<file path="config.mk">
export PLATFORM = sky130hd
export DESIGN_NAME = alu_byte_master
export DESIGN_NICKNAME = d
export VERILOG_FILES = /design/src/rtl/alu_byte_master.sv
export SDC_FILE = /design/constraint.sdc
export NUM_CORES = 1
export LEC_CHECK = 0
export CELL_PAD_IN_SITES_DETAIL_PLACEMENT = 1
export CELL_PAD_IN_SITES_GLOBAL_PLACEMENT = 1
export CORE_MARGIN = 4
export CORE_UTILIZATION = 32
export DETAILED_ROUTE_END_ITERATION = 8
export PLACE_DENSITY_LB_ADDON = 0.1
export SLEW_MARGIN = 20
export SYNTH_ARGS = -nofsm -noshare
export SYNTH_HDL_FRONTEND = slang
export SYNTH_SLANG_ARGS = --single-unit
</file>
<file path="constraint.sdc">
create_clock -name clk -period 1.96 [get_ports clk]
set_clock_uncertainty 0.05 [all_clocks]
set_input_delay 0.196 -clock clk [delete_from_list [all_inputs] [get_ports clk]]
set_output_delay 0.196 -clock clk [all_outputs]
set_load 0.005 [all_outputs]
</file>
<file path="src/rtl/alu_byte_master.sv">
// alu_byte_master: host-side sequencer for the 16-bit byte-serial ALU.
// Takes one (A, B, opcode) command on a valid/ready handshake and sends it
// as the ALU's 4-byte frame, lined up with the ALU's free-running loader
// phase. It then captures the 12-bit result and four flags, and returns
// them on a valid/ready response port.
// Optional feature macro: ALU_MASTER_RANGE_CHECK_EN. When it is defined,
// a command whose A[15:12] is non-zero is answered at once with rsp_err=1
// and no frame is sent.
module alu_byte_master #(
    parameter logic [7:0] IDLE_BYTE = 8'h00
) (
    input  logic        clk,
    input  logic        rst_n,
    input  logic        cmd_valid,
    output logic        cmd_ready,
    input  logic [15:0] cmd_a,
    input  logic [15:0] cmd_b,
    input  logic [3:0]  cmd_op,
    output logic [7:0]  byte_out,
    input  logic [7:0]  res_lo,
    input  logic [7:0]  res_hi,
    output logic        rsp_valid,
    input  logic        rsp_ready,
    output logic [11:0] rsp_result,
    output logic [3:0]  rsp_flags,
    output logic        rsp_err,
    output logic [15:0] xfer_count
);

    typedef enum logic [2:0] {
        ST_IDLE    = 3'd0,
        ST_ALIGN   = 3'd1,
        ST_SEND    = 3'd2,
        ST_CAPTURE = 3'd3,
        ST_RESP    = 3'd4
    } state_t;

    state_t      state_r;
    state_t      state_s;
    logic [1:0]  ph_r;
    logic [11:0] a_r;
    logic [15:0] b_r;
    logic [3:0]  op_r;
    logic        cmd_ready_r;
    logic        rsp_valid_r;
    logic [11:0] rsp_result_r;
    logic [3:0]  rsp_flags_r;
    logic [15:0] xfer_count_r;
    logic [7:0]  byte_s;
    logic        accept_s;
    logic        rsp_hs_s;
    logic        range_bad_s;

    assign accept_s = cmd_valid && cmd_ready_r;
    assign rsp_hs_s = rsp_valid_r && rsp_ready;

`ifdef ALU_MASTER_RANGE_CHECK_EN
    logic rsp_err_r;

    // A[15:12] cannot be carried by the frame, so a non-zero value is rejected.
    assign range_bad_s = (cmd_a[15:12] != 4'h0);
    assign rsp_err     = rsp_err_r;

    // Error flag: set for a rejected command, cleared for a normal capture.
    always_ff @(posedge clk) begin
        if (!rst_n) begin
            rsp_err_r <= 1'b0;
        end else if (state_r == ST_IDLE && accept_s) begin
            rsp_err_r <= range_bad_s;
        end else begin
            rsp_err_r <= rsp_err_r;
        end
    end
`else
    logic unused_upper_s;

    // A[15:12] is dropped without notice, and no error is ever reported.
    assign unused_upper_s = ^cmd_a[15:12];
    assign range_bad_s    = 1'b0;
    assign rsp_err        = 1'b0;
`endif

    // Loader phase: counts mod 4 on every cycle, the same way the ALU does.
    always_ff @(posedge clk) begin
        if (!rst_n) begin
            ph_r <= 2'd0;
        end else begin
            ph_r <= ph_r + 2'd1;
        end
    end

    // Next-state logic for the command / frame / response sequence.
    always_comb begin
        state_s = state_r;
        case (state_r)
            ST_IDLE: begin
                if (!accept_s) begin
                    state_s = ST_IDLE;
                end else if (range_bad_s) begin
                    state_s = ST_RESP;
                end else if (ph_r == 2'd3) begin
                    state_s = ST_SEND;
                end else begin
                    state_s = ST_ALIGN;
                end
            end
            ST_ALIGN: begin
                if (ph_r == 2'd3) begin
                    state_s = ST_SEND;
                end else begin
                    state_s = ST_ALIGN;
                end
            end
            ST_SEND: begin
                if (ph_r == 2'd3) begin
                    state_s = ST_CAPTURE;
                end else begin
                    state_s = ST_SEND;
                end
            end
            ST_CAPTURE: begin
                state_s = ST_RESP;
            end
            ST_RESP: begin
                if (rsp_hs_s) begin
                    state_s = ST_IDLE;
                end else begin
                    state_s = ST_RESP;
                end
            end
            default: begin
                state_s = ST_IDLE;
            end
        endcase
    end

    // State register. The handshake flags are registered from the next state.
    always_ff @(posedge clk) begin
        if (!rst_n) begin
            state_r     <= ST_IDLE;
            cmd_ready_r <= 1'b0;
            rsp_valid_r <= 1'b0;
        end else begin
            state_r     <= state_s;
            cmd_ready_r <= (state_s == ST_IDLE);
            rsp_valid_r <= (state_s == ST_RESP);
        end
    end

    // Operand latch: loaded only when a command is accepted.
    always_ff @(posedge clk) begin
        if (!rst_n) begin
            a_r  <= 12'h000;
            b_r  <= 16'h0000;
            op_r <= 4'h0;
        end else if (state_r == ST_IDLE && accept_s) begin
            a_r  <= cmd_a[11:0];
            b_r  <= cmd_b;
            op_r <= cmd_op;
        end else begin
            a_r  <= a_r;
            b_r  <= b_r;
            op_r <= op_r;
        end
    end

    // Response capture: the ALU result is valid during ph0 right after the frame.
    always_ff @(posedge clk) begin
        if (!rst_n) begin
            rsp_result_r <= 12'h000;
            rsp_flags_r  <= 4'h0;
        end else if (state_r == ST_CAPTURE) begin
            rsp_result_r <= {res_hi[3:0], res_lo};
            rsp_flags_r  <= res_hi[7:4];
        end else if (state_r == ST_IDLE && accept_s && range_bad_s) begin
            rsp_result_r <= 12'h000;
            rsp_flags_r  <= 4'h0;
        end else begin
            rsp_result_r <= rsp_result_r;
            rsp_flags_r  <= rsp_flags_r;
        end
    end

    // Completed-response counter: wraps naturally at 16 bits.
    always_ff @(posedge clk) begin
        if (!rst_n) begin
            xfer_count_r <= 16'h0000;
        end else if (rsp_hs_s) begin
            xfer_count_r <= xfer_count_r + 16'd1;
        end else begin
            xfer_count_r <= xfer_count_r;
        end
    end

    // Frame byte mux: depends only on registered state, phase and latched operands.
    always_comb begin
        byte_s = IDLE_BYTE;
        if (state_r == ST_SEND) begin
            case (ph_r)
                2'd0:    byte_s = a_r[7:0];
                2'd1:    byte_s = {a_r[11:8], op_r};
                2'd2:    byte_s = b_r[7:0];
                2'd3:    byte_s = b_r[15:8];
                default: byte_s = IDLE_BYTE;
            endcase
        end else begin
            byte_s = IDLE_BYTE;
        end
    end

    assign byte_out   = byte_s;
    assign cmd_ready  = cmd_ready_r;
    assign rsp_valid  = rsp_valid_r;
    assign rsp_result = rsp_result_r;
    assign rsp_flags  = rsp_flags_r;
    assign xfer_count = xfer_count_r;

endmodule

</file>
==> results.yml <==
timing:
  period_share: 1.04
  setup_ws_post_layout_ns: -0.0771
  final.hold.worst_slack_ns: 0.341
  report.final.hold_viol_count: 0
  timing.final.max_slew_violations: 0
  timing.setup.tns_ns: -0.291
  final_period_minus_worst_setup_slack_ns: 2.04
  finalSetupViolCount: 6
  grt_setup_unrepaired: "true"
  fmax_ghz: 0.491
clock_tree:
  clk_pin_slew_ns: 0.08
  cts.hold.buffers_added: 0
  total_cts_buffers: 9
  cts_htree_levels: 3
  numClockSinks: 71
  clockRootBuffer: "sky130_fd_sc_hd__clkbuf_8"
  clk-insertion-delay-late_ns: 0.35
  clockBufferDepth: 2
  cts_tree: "done"
placed_design:
  io_port_bufs: 93
  placement.cell_area_mm2: 0.00395
  post-place-ws_ns: -0.143
  dp_hpwl_mm: 5.95
  gpl.final_weighted_congestion: 0.790
global_route:
  grt_first_pass_wirelength_mm: 13.5
  grt_pass1_vias: 2765
  grt_antenna_before_repair: 0
  maximum_number_of_pins_on_one_net_before_global_route_repair: 37
  grt.total_usage: 0.164
  total_gr_overflow: 0
floorplan:
  core_area_mm2: 0.00872
  initial_core_util: 0.330
  die-width_um: 103
  io-pin-count: 99
  chipHeight_um: 103
  std_cell_rows: 34
  die_area_mm2: 0.0106
synthesis:
  synth-warning-count: 0
  synthSimpleGateAreaFrac: 0.244
  mappedNetlistArea_mm2: 0.00288
  synth_mux_area_frac: 0
  main_combinational_cell_family_by_area_after_synthesis: "simple AND/OR/NAND/NOR gates"
  postSynth.asyncResetShare: 0
  xor_xnor_cell_area_share_of_the_yosys_netlist: 0.0335
  postSynthNetCount: 421
  yosysSeqAreaShare: 0.494
  yosys.cell_count.top_type: "sky130_fd_sc_hd__nand2_1"
  avgSynthCellArea_um2: 7.99
  synth.area.top_cells: "sky130_fd_sc_hd__dfxtp_1, sky130_fd_sc_hd__nand2_1, sky130_fd_sc_hd__a21oi_1"
  synth-compound-area-share: 0.157
  yosys.cell_types.count: 33
  synth_common_cells: "sky130_fd_sc_hd__nand2_1, sky130_fd_sc_hd__dfxtp_1, sky130_fd_sc_hd__a21oi_1"
  synth_fa_ha_area_frac: 0.0217
  syn_inst: 360
  post-synth-top-area-cell: "sky130_fd_sc_hd__dfxtp_1"
  yosys_most_used_dff: "sky130_fd_sc_hd__dfxtp_1"
  netlist.area_leader.share: 0.494
  synth-edff-count: 0
  number_of_synthesized_register_bits: 71
critical_path:
  crit_path_launch_type: "flop"
  critPathMaxStageDelay_ns: 0.40
  critical_path_buf_inv_count: 3
  cp_cell_sequence: "inv_4 > ha_4 > buf_4 > a222oi_1 > nor2_1 > a21oi_1 > nor2_1 > buf_2"
  endpoint_kind: "output pin"
  worst_path_max_delay_cell: "sky130_fd_sc_hd__dfxtp_4"
  worst_ep_required_time_ns: 1.71
  timing.critical_path.mode_cell: "sky130_fd_sc_hd__nor2_1"
  crit_path_category: "flop to output pin"
  cpLargestDelayFamily: "flip-flops"
  worstPathArrival_ns: 1.79
  critical_path_peak_fanout: 6
power_and_ir_drop:
  static-leakage-power_nw: 1.48
  vdd.ir_drop.worst_mv: 0.477
  power_per_cell_area_mw_per_mm2: 734
route:
  wl_per_cell_um: 14.5
  drt_drc_violations_left: 0
  routed_via_density: 4.86
  detail_route.wirelength_mm: 8.27
  drtIter0Drc: 113
  vias: 2767
  pre_antenna_drt_iters: 5
  detail_route_antenna_nets: 0
cells_and_area:
  finish.instance_area_mm2: 0.00420
  multi_input_comb_area_mm2: 0.00138
  area_delta_synth_final_pct: 45.8
  layout.nets: 517
  area.sequential_mm2: 0.00143
  number_of_diodes: 0
  final_layout_size_suffix_gt1_frac: 0.121
  fill_cells: 1046
worst_hold_path:
  hold_class: "input port to flop"
run:
  timing.max_cap.violations: 0
status:
  violations_in_the_final_reports: "setup timing"
  run_status: "finished with violations"
[registers in the layout, indices dropped and copies added, names as in the netlist]
register / cells
xfer_count: 16
cmd_ready: 1
a_r: 12
rsp_flags: 4
b_r: 16
rsp_result: 12
ph_r: 2
op_r: 4
rsp_valid: 1
state_r: 3
[area by class of cell]
cell class,count,area share
Sequential cell,71,0.341
Multi-Input combinational cell,259,0.328
Timing Repair Buffer,110,0.246
Tap cell,108,0.0322
Inverter,5,0.00567
Clock inverter,7,0.0185
Clock buffer,9,0.0295
[power by group]
group | leakage (nW) | switching [mW] | internal [mW]
clock | 0.101 | 0.607 | 0.601
sequential | 0.577 | 0.0422 | 1.49
combinational | 0.803 | 0.158 | 0.184
total | 1.48 | 0.807 | 2.27
[worst register-to-register path, cell delays in order (launching register included)]
cell	delay (ns)
sky130_fd_sc_hd__dfxtp_1	0.43
sky130_fd_sc_hd__and4_1	0.40
sky130_fd_sc_hd__nand4_4	0.19
sky130_fd_sc_hd__or3_1	0.38
sky130_fd_sc_hd__a21oi_1	0.14
[cell usage in the layout (no fill, tap or decap), types with 6 or more instances in the layout]
cell type	count
sky130_fd_sc_hd__nand2_1	104
sky130_fd_sc_hd__buf_4	16
sky130_fd_sc_hd__a21oi_1	64
sky130_fd_sc_hd__clkbuf_8	9
sky130_fd_sc_hd__clkdlybuf4s50_1	85
sky130_fd_sc_hd__nor2_1	29
sky130_fd_sc_hd__dfxtp_1	69
sky130_fd_sc_hd__a222oi_1	8
sky130_fd_sc_hd__buf_2	8
sky130_fd_sc_hd__nand3_1	9
sky130_fd_sc_hd__nand4_1	6
sky130_fd_sc_hd__xor2_1	11
[cells by family (layout without fill, tap and decap cells)]
kind of cell | after synthesis | after routing
adder cells (fa/ha/maj) | 5 | 5
buffers and inverters | 30 | 131
AO/OA/AOI/OAI | 80 | 80
XOR/XNOR | 11 | 11
AND/OR/NAND/NOR | 162 | 162
flip-flops | 71 | 71
other | 1 | 1
[path summary, 6_finish.rpt]
path / cells after the start / end / start / slack, ns
min: 3 / rsp_flags[2] / res_hi[6] / 0.34
min reg2reg: 2 / rsp_result[5] / rsp_result[5] / 0.41
max reg2reg: 4 / xfer_count[15] / xfer_count[4] / 0.30
max: 8 / byte_out[3] / ph_r[0] / -0.08
[through the flow]
stage / total power [mW] / utilization / std cells
after floorplan: 1.70 / - / 360
after global placement: 1.87 / 0.453 / 550
after detailed placement: 1.88 / 0.453 / 550
after CTS: 3.12 / 0.479 / 567
after global routing: 3.24 / 0.481 / 569
final: 3.08 / 0.481 / 569
[per-layer routing]
layer	routed length, um	track usage	part of all wire	up-vias
met1	3910	0.232	0.47	1291
met5	0	0	0	-
met3	608	0.0616	0.074	4
li1	-	-	-	1406
met4	58	0.0359	0.0070	0
met2	3690	0.238	0.45	66
[repair_timing]
item	4_1_cts	5_1_grt
pin swaps	16	8
buffers inserted	1	2
endpoints found under the hold margin	0	0
setup endpoints to repair	8	8
resized for setup	48	0
Note: power is estimated with default switching activity, not from simulation.
